File: src/rtl/led_pattern_gen.sv
// led_pattern_gen: run-time selectable LED pattern sequencer with prescaler.
// Build option: define LEDPAT_GAP_EN to insert an all-zero gap frame per wrap.
//
// Ports:
//   clk  - system clock, rising edge
//   rs   - asynchronous active-low reset
//   en   - 1 = run, 0 = freeze frame, prescaler and travel flag
//   mode - 0 SHIFT_OFF, 1 FILL_ON, 2 BOUNCE, 3 BLINK
//   dir  - 0 = shift toward MSB, 1 = shift toward LSB
//   div  - step period minus one, in clk cycles
//   led  - current frame (registered)
//   step - one-cycle pulse on every frame advance
//   wrap - one-cycle pulse when the pattern completes a cycle
module led_pattern_gen #(
    parameter int WIDTH = 8,
    parameter int DIV_W = 24
) (
    input  logic             clk,
    input  logic             rs,
    input  logic             en,
    input  logic [1:0]       mode,
    input  logic             dir,
    input  logic [DIV_W-1:0] div,
    output logic [WIDTH-1:0] led,
    output logic             step,
    output logic             wrap
);

    localparam logic [1:0] M_SHIFT_OFF = 2'd0;
    localparam logic [1:0] M_FILL_ON   = 2'd1;
    localparam logic [1:0] M_BOUNCE    = 2'd2;
    localparam logic [1:0] M_BLINK     = 2'd3;

    localparam logic [WIDTH-1:0] ONES  = {WIDTH{1'b1}};
    localparam logic [WIDTH-1:0] ZEROS = {WIDTH{1'b0}};
    localparam logic [WIDTH-1:0] LSB1  = {{(WIDTH-1){1'b0}}, 1'b1};
    localparam logic [WIDTH-1:0] MSB1  = {1'b1, {(WIDTH-1){1'b0}}};
    localparam logic [DIV_W-1:0] CNT_ONE = {{(DIV_W-1){1'b0}}, 1'b1};

    logic [1:0]       mode_q, mode_d;
    logic             dir_q, dir_d;
    logic [WIDTH-1:0] led_q, led_d;
    logic [DIV_W-1:0] cnt_q, cnt_d;
    logic             travel_q, travel_d;
    logic             gap_q, gap_d;
    logic             step_q, step_d;
    logic             wrap_q, wrap_d;

    logic             cfg_chg;
    logic             tick;
    logic [WIDTH-1:0] init_f;
    logic [WIDTH-1:0] new_init_f;
    logic [WIDTH-1:0] shl0, shr0, shl1, shr1;
    logic [WIDTH-1:0] adv_led;
    logic             adv_travel;
    logic             adv_gap;
    logic             adv_wrap;
    logic             wrap_hit;

    function automatic logic [WIDTH-1:0] init_frame(
        input logic [1:0] m,
        input logic       d
    );
        logic [WIDTH-1:0] f;
        f = ONES;
        unique case (m)
            M_SHIFT_OFF: f = ONES;
            M_FILL_ON:   f = ZEROS;
            M_BOUNCE:    f = d ? MSB1 : LSB1;
            M_BLINK:     f = ONES;
        endcase
        return f;
    endfunction

    assign cfg_chg    = (mode != mode_q) || (dir != dir_q);
    // >= rather than == so a div shrunk below the running count fires now
    assign tick       = en && (cnt_q >= div);
    assign init_f     = init_frame(mode_q, dir_q);
    assign new_init_f = init_frame(mode, dir);

    assign shl0 = {led_q[WIDTH-2:0], 1'b0};
    assign shr0 = {1'b0, led_q[WIDTH-1:1]};
    assign shl1 = {led_q[WIDTH-2:0], 1'b1};
    assign shr1 = {1'b1, led_q[WIDTH-1:1]};

    // Next frame of the latched pattern, used only on a prescaler tick.
    always_comb begin
        adv_led    = led_q;
        adv_travel = travel_q;
        adv_gap    = 1'b0;
        adv_wrap   = 1'b0;
        wrap_hit   = 1'b0;
        if (gap_q) begin
            adv_led    = init_f;
            adv_travel = dir_q;
        end else begin
            unique case (mode_q)
                M_SHIFT_OFF: begin
                    if (led_q == ZEROS) wrap_hit = 1'b1;
                    else adv_led = dir_q ? shr0 : shl0;
                end
                M_FILL_ON: begin
                    if (led_q == ONES) wrap_hit = 1'b1;
                    else adv_led = dir_q ? shr1 : shl1;
                end
                M_BOUNCE: begin
                    // travel_q: 0 = moving toward MSB, 1 = toward LSB;
                    // flips on arrival at an end so no frame repeats
                    if (!travel_q) begin
                        adv_led = shl0;
                        if (shl0[WIDTH-1]) adv_travel = 1'b1;
                    end else begin
                        adv_led = shr0;
                        if (shr0[0]) adv_travel = 1'b0;
                    end
                    if (adv_led == init_f) wrap_hit = 1'b1;
                end
                M_BLINK: begin
                    if (led_q == ZEROS) wrap_hit = 1'b1;
                    else adv_led = ZEROS;
                end
            endcase
            if (wrap_hit) begin
                adv_wrap = 1'b1;
`ifdef LEDPAT_GAP_EN
                adv_led  = ZEROS;
                adv_gap  = 1'b1;
`else
                adv_led    = init_f;
                adv_travel = dir_q;
`endif
            end
        end
    end

    always_comb begin
        mode_d   = mode_q;
        dir_d    = dir_q;
        led_d    = led_q;
        cnt_d    = cnt_q;
        travel_d = travel_q;
        gap_d    = gap_q;
        step_d   = 1'b0;
        wrap_d   = 1'b0;
        if (cfg_chg) begin
            // A config change overrides any coincident tick.
            mode_d   = mode;
            dir_d    = dir;
            led_d    = new_init_f;
            cnt_d    = '0;
            travel_d = dir;
            gap_d    = 1'b0;
        end else if (en) begin
            if (tick) begin
                cnt_d    = '0;
                led_d    = adv_led;
                travel_d = adv_travel;
                gap_d    = adv_gap;
                step_d   = 1'b1;
                wrap_d   = adv_wrap;
            end else begin
                cnt_d = cnt_q + CNT_ONE;
            end
        end
    end

    always_ff @(posedge clk or negedge rs) begin
        if (!rs) begin
            mode_q   <= M_SHIFT_OFF;
            dir_q    <= 1'b0;
            led_q    <= ONES;
            cnt_q    <= '0;
            travel_q <= 1'b0;
            gap_q    <= 1'b0;
            step_q   <= 1'b0;
            wrap_q   <= 1'b0;
        end else begin
            mode_q   <= mode_d;
            dir_q    <= dir_d;
            led_q    <= led_d;
            cnt_q    <= cnt_d;
            travel_q <= travel_d;
            gap_q    <= gap_d;
            step_q   <= step_d;
            wrap_q   <= wrap_d;
        end
    end

    assign led  = led_q;
    assign step = step_q;
    assign wrap = wrap_q;

endmodule
File: config.mk
export PLATFORM = sky130hd
export DESIGN_NAME = led_pattern_gen
export DESIGN_NICKNAME = d
export VERILOG_FILES = /design/src/rtl/led_pattern_gen.sv
export SDC_FILE = /design/constraint.sdc
export NUM_CORES = 1
export LEC_CHECK = 0
export BUFFER_PORTS_ARGS = -buffer_cell sky130_fd_sc_hd__buf_2
export CORE_MARGIN = 4
export CORE_UTILIZATION = 45
export CTS_CLUSTER_SIZE = 10
export DETAILED_ROUTE_END_ITERATION = 8
export PLACE_DENSITY = 0.77
export RECOVER_POWER = 100
export REMOVE_ABC_BUFFERS = 1
export SYNTH_ARGS = -nofsm -noshare
export SYNTH_HDL_FRONTEND = slang
export SYNTH_SLANG_ARGS = --single-unit
export TNS_END_PERCENT = 50
File: constraint.sdc
create_clock -name clk -period 6.7 [get_ports clk]
set_input_delay 0.67 -clock clk [delete_from_list [all_inputs] [get_ports clk]]
set_output_delay 0.67 -clock clk [all_outputs]
set_load 0.01 [all_outputs]
==> results of run 1 <==
## logic make-up after synthesis
| logic type | Yosys count | share of synthesized area, % |
|---|---|---|
| AND/OR/NAND/NOR | 105 | 17.6 |
| flip-flops | 38 | 32.3 |
| XOR/XNOR | 22 | 6.48 |
| buffers and inverters | 51 | 6.61 |
| adder cells (fa/ha/maj) | 33 | 13.9 |
| multiplexers | 3 | 1.09 |
| AO/OA/AOI/OAI | 91 | 22.1 |
## cells in the final DEF, fill, tap and decap left out, types with 10 or more instances in the layout
master,count
a21o_1,12
a21oi_1,25
buf_2,33
dfrtp_1,30
ha_1,33
inv_1,38
nand2_1,25
nand4_1,10
nor2_1,34
o21ai_0,15
xor2_1,14
## flip-flops by register name, summed over array words and instances, names as in the netlist
signal / count
led: 8
mode_q: 2
cnt_q: 24
wrap: 1
travel_q: 1
step: 1
dir_q: 1
## synthesized netlist by cell type, types with 3 or more instances
master / number / area, um2
dfrtp_1: 30 / 751
a2bb2oi_1: 6 / 52.6
xnor2_1: 8 / 70.1
nand3_1: 7 / 35.0
a22oi_1: 6 / 45.0
a21oi_1: 24 / 120
or3_1: 4 / 25.0
inv_1: 38 / 143
nor3_1: 8 / 40.0
nand2b_1: 3 / 18.8
nand2_1: 25 / 93.8
clkbuf_1: 9 / 33.8
nand4_1: 10 / 62.6
nor2_1: 34 / 128
and3_4: 3 / 33.8
o21ai_0: 14 / 70.1
xor2_1: 14 / 123
dfstp_2: 8 / 210
a211o_1: 4 / 35.0
a211oi_1: 3 / 22.5
ha_1: 33 / 413
a41o_1: 3 / 30.0
a21o_1: 12 / 90.1
buf_2: 4 / 20.0
## metrics by stage
| step | std cells | total power, uW |
|---|---|---|
| floorplan | 330 | 343 |
| global placement | 446 | 385 |
| detailed placement | 446 | 389 |
| CTS | 454 | 585 |
| global route | 454 | 610 |
| finish | 454 | 574 |
## metal layers
layer	vias to the layer above	part of all wire, %
met4	0	1.4
met2	60	48
met3	10	4.6
met5	-	0
met1	1153	46
li1	1282	-
## worst max-delay path by stage
stage	slack (ns)	startpoint	to	depth (start not counted)
after CTS	3.77	div[13]	led[4]$_DFFE_PN1P_	10
after global routing	3.49	cnt_q[13]$_DFFE_PN0P_	led[0]$_DFFE_PN1P_	8
after floorplan	3.87	div[13]	led[1]$_DFFE_PN1P_	9
final	3.69	div[13]	led[0]$_DFFE_PN1P_	10
after detailed placement	3.47	div[13]	led[4]$_DFFE_PN1P_	10
after global placement	3.54	div[13]	led[3]$_DFFE_PN1P_	10
## critical path: cells and delay by family
family | cells | cell delay (ns)
compound gates | 5 | 1.73
buf+inv | 2 | 0.10
simple gates | 2 | 0.42
fa+ha+maj | 1 | 0.30
## layout make-up
class	count	area, um2
repair buffers	39	188
inverters	38	143
fillers	585	3100
clock inverters	3	40.0
clock buffers	5	68.8
well taps	77	96.3
flip-flops and latches	38	961
multi-input cells	254	1790
## power breakdown
part	total (uW)	leakage [uW]	switching, uW	internal, uW
registers	269	0.000490	23.8	245
clock network	193	0.0000579	83.5	110
logic	112	0.00102	62.9	49.1
total	574	0.00157	170	404
==> flow_summary.toml, run 1 <==
[run_status]
status = "complete, but fails checks"
violations = "capacitance limit, slew limit"

[die]
die_area_um2 = 7970
die_h_um = 89.3
core-area_um2 = 6390
rows = 29
start_util_pct = 46.6
boundaryPins = 40
die_w_um = 89.3

[synth]
synthArstFlopShare_pct = 100
synth-edff-count = 0
yosys_warnings = 0
ys_types = 49
synth-main-ff-cell = "dfrtp_1"
syn-cell-area_um2 = 2970
syn_area_per_cell_um2 = 8.67
synth-seq-area-share_pct = 32.3
ys_ff_latch = 38
syn_inst = 343

[placed_design]
detailed_place.area_um2 = 3210
place_congestion = 0.908
port_buffers = 39
place_ws_ns = 3.47
dpl.hpwl_um = 4850

[clock_tree]
cts_hold_buf = 0
clock_path_buffers = 2
clock_sinks = 38
cts_max_level = 2
cts_tree = "yes"
cts_resized = 0
cts_buffers = 5
cts_setup_buffers = 0
clockRootBuffer = "clkbuf_8"
clkLatencyLatePin_ns = 0.29
cts.reportedPaths.clkPinSlew_ns = 0.08

[drt]
first_pass_iters = 5
vias = 2505
ant_nets = 0
wl_um = 6330
drc = 0
drtIter0Drc = 113
via_per_inst = 5.52
wl_per_cell_um = 13.9

[worst_setup_path]
ff2ff_path_depth = 8
critPathMaxFanout = 8
critPathRequiredTime_ns = 6.93
cp-start-kind = "primary input"
crit_slowest_cell = "a21oi_1"
setup.worst_path.end_class = "flip-flop"
cp_data_arrival_time_ns = 3.24
r2r_setup_slack_ns = 3.72
cpPeakStageDelay_ns = 0.44
r2r_end = "led[0]$_DFFE_PN1P_"
crit-reg2reg-launch = "cnt_q[13]$_DFFE_PN0P_"
path_class = "primary input to flip-flop"
path_cells = "buf_2 > inv_1 > ha_1 > a211oi_1 > nor2_1 > or3_1 > a211o_1 > a21oi_1 > o21ai_0 > o22a_1"

[global_route]
top_usage_layer = "met2"
use_met2_pct = 28.3
grt_pass1_wl_um = 11000
grt_overflow = 0
antenna_found_initial = 0
grtUsageTotal_pct = 17.4
use_met1_pct = 23.3
grt_use_met3_pct = 4.24
grt_pass1_vias = 2438
grt_start_max_net_pins = 39

[worst_hold_path]
hold_depth = 2
min_from = "cnt_q[23]$_DFFE_PN0P_"
hold_end = "cnt_q[23]$_DFFE_PN0P_"
hp-class = "flip-flop to flip-flop"

[timing]
tightest_slew_ns = 1.97
hold_violations = 0
fin_crit_ns = 3.01
skew_ns = 0.00626
slew_headroom_pct = -31.3
rsz0062_at_grt = "no"
setup_viol = 0
slew_violations = 39
fin_crit_sh_pct = 45.0
fin_ws_ns = 3.69
finalSetupTns_ns = 0
fmax_mhz = 332
fin_hold_ws_ns = 0.563

[power_and_ir_drop]
power.leakage_uw = 0.00157
p_per_area_nw_per_um2 = 174
vdd_drop_max_mv = 0.126

[layout]
utilization_pct = 51.5
final_area_um2 = 3290
drive_gt1_share_pct = 12.7
area_delta_synth_final_pct = 10.7
final_nets = 439
num_antenna_cells = 0

[flow_run]
timing.max_cap.violations = 1
No activity file was read; power rests on OpenSTA's default activity.
==> inputs of run 2 (changes only) <==
- clock period: 6.7 -> 3.1 ns (I/O delays scaled with it)
==> run 2 against run 1 <==
Net effect:
- setup slack lost 3.3 ns
- clock skew grew 0.0027 ns
- die area is the same
- count of clock-buffer cells in the layout grew 1
- the run still ends with capacitance limit, slew limit left
- largest cell class unchanged
==> flow_summary.toml, run 2 (synthesis results as in run 1) <==
[worst_setup_path]
cp_data_arrival_time_ns = 2.90
critPathMaxFanout = 20
critPathRequiredTime_ns = 3.31
setup.worst_path.end_class = "flip-flop"
path_class = "flip-flop to flip-flop"
cp-start-kind = "flip-flop"

[global_route]
grt_pass1_vias = 2441
grt_pass1_wl_um = 10900
antenna_found_initial = 0
grt_overflow = 0
grtUsageTotal_pct = 17.4
grt_start_max_net_pins = 39

[timing]
setup_viol = 0
fmax_mhz = 372
slew_headroom_pct = -36.6
skew_ns = 0.00896
slew_violations = 39
fin_crit_ns = 2.69
rsz0062_at_grt = "no"
tightest_slew_ns = 2.05
fin_crit_sh_pct = 86.7
finalSetupTns_ns = 0
hold_violations = 0

[layout]
fillers = 580
drive_gt1_share_pct = 14.0
final_nets = 441
largest_reg_flops = 24
top_register = "cnt_q"
area_delta_synth_final_pct = 11.4
final_cell_mix = "inv_1, nor2_1, ha_1, buf_2, dfrtp_1"
instances_no_fill = 456
final_common_cell = "inv_1"
num_antenna_cells = 0

[placed_design]
dpl.cell_count = 448
place_congestion = 0.856
dpl.hpwl_um = 4990
port_buffers = 39

[drt]
drtIter0Drc = 158
via_per_inst = 5.62
vias = 2561
wl_um = 6510
ant_nets = 0
wl_per_cell_um = 14.3
first_pass_iters = 5
drc = 0

[clock_tree]
cts_buffers = 5
clkLatencyLatePin_ns = 0.30
cts_tree = "yes"
cts_hold_buf = 0
cts.reportedPaths.clkPinSlew_ns = 0.08
cts_max_level = 2
clock_path_buffers = 2
cts_setup_buffers = 0
clock_sinks = 38
clockRootBuffer = "clkbuf_8"
cts_resized = 0

[power_and_ir_drop]
p_per_area_nw_per_um2 = 360
vdd_drop_max_mv = 0.186
power.leakage_uw = 0.00157

[run_status]
violations = "capacitance limit, slew limit"
status = "complete, but fails checks"

[die]
rows = 29
die_h_um = 89.3
start_util_pct = 46.6
core-area_um2 = 6390
boundaryPins = 40
die_w_um = 89.3
die_area_um2 = 7970

[flow_run]
timing.max_cap.violations = 1

[worst_hold_path]
hp-class = "primary input to flip-flop"
-- run 2: cell count changes in the layout (fill, tap and decap cells not counted), sizes merged --
cell,change
clkbuf,+2
buf,+1
bufinv,-1
clkinv,-1
clkinvlp,+1
-- run 2: worst paths after layout --
kind | cells after the start | slack (ns) | startpoint | to
min in group asynchronous | 1 | 0.60 | rs | dir_q$_DFFE_PN0N_
max | 8 | 0.41 | cnt_q[13]$_DFFE_PN0P_ | cnt_q[22]$_DFFE_PN0P_
max reg2reg | 8 | 0.41 | cnt_q[13]$_DFFE_PN0P_ | cnt_q[22]$_DFFE_PN0P_
min reg2reg | 2 | 0.55 | cnt_q[23]$_DFFE_PN0P_ | cnt_q[23]$_DFFE_PN0P_
min | 1 | 0.20 | mode[1] | mode_q[1]$_DFFE_PN0N_
max in group asynchronous | 1 | 1.33 | rs | cnt_q[20]$_DFFE_PN0P_
-- run 2: worst max-delay path, stage by stage (launching register included) --
cell and delay (ns):
dfrtp_1 0.43, ha_1 0.31, a211oi_1 0.23, nor2_1 0.09
or3_1 0.34, a211o_1 0.35, a211o_1 0.32, clkbuf_2 0.32
a21oi_1 0.20
-- run 2: through the flow --
stage | cell area, um2 | worst slack, ns | hold WS [ns] | utilization [%] | power, uW
2_1_floorplan | 2920 | 0.559 | 0.0144 | - | 741
3_3_place_gp | 3230 | 0.504 | 0.467 | 50.5 | 837
3_5_place_dp | 3230 | 0.440 | 0.473 | 50.5 | 845
4_1_cts | 3320 | 0.433 | 0.147 | 52.0 | 1210
5_1_grt | 3310 | 0.214 | 0.190 | 51.8 | 1270
6_report | 3310 | 0.414 | 0.200 | 51.8 | 1190
-- run 2: layout make-up --
cell class	instances	area (um2)	area share, %
clock inverters	2	12.5	0.378
multi-input cells	254	1820	54.8
well taps	77	96.3	2.91
clock buffers	6	82.6	2.49
repair buffers	41	200	6.05
flip-flops and latches	38	961	29.0
inverters	38	143	4.31
-- run 2: routing by layer --
| layer | global-route usage [%] | up-vias | wire length (um) |
|---|---|---|---|
| met5 | 0 | - | 0 |
| met4 | 7.44 | 0 | 96 |
| li1 | - | 1281 | - |
| met1 | 23.6 | 1215 | 2960 |
| met3 | 3.32 | 12 | 282 |
| met2 | 27.0 | 53 | 3180 |
-- run 2: where the power goes --
part | internal [uW] | total [uW] | switching (uW)
Clock | 179 | 363 | 184
Combinational | 108 | 249 | 142
Sequential | 529 | 579 | 50.0
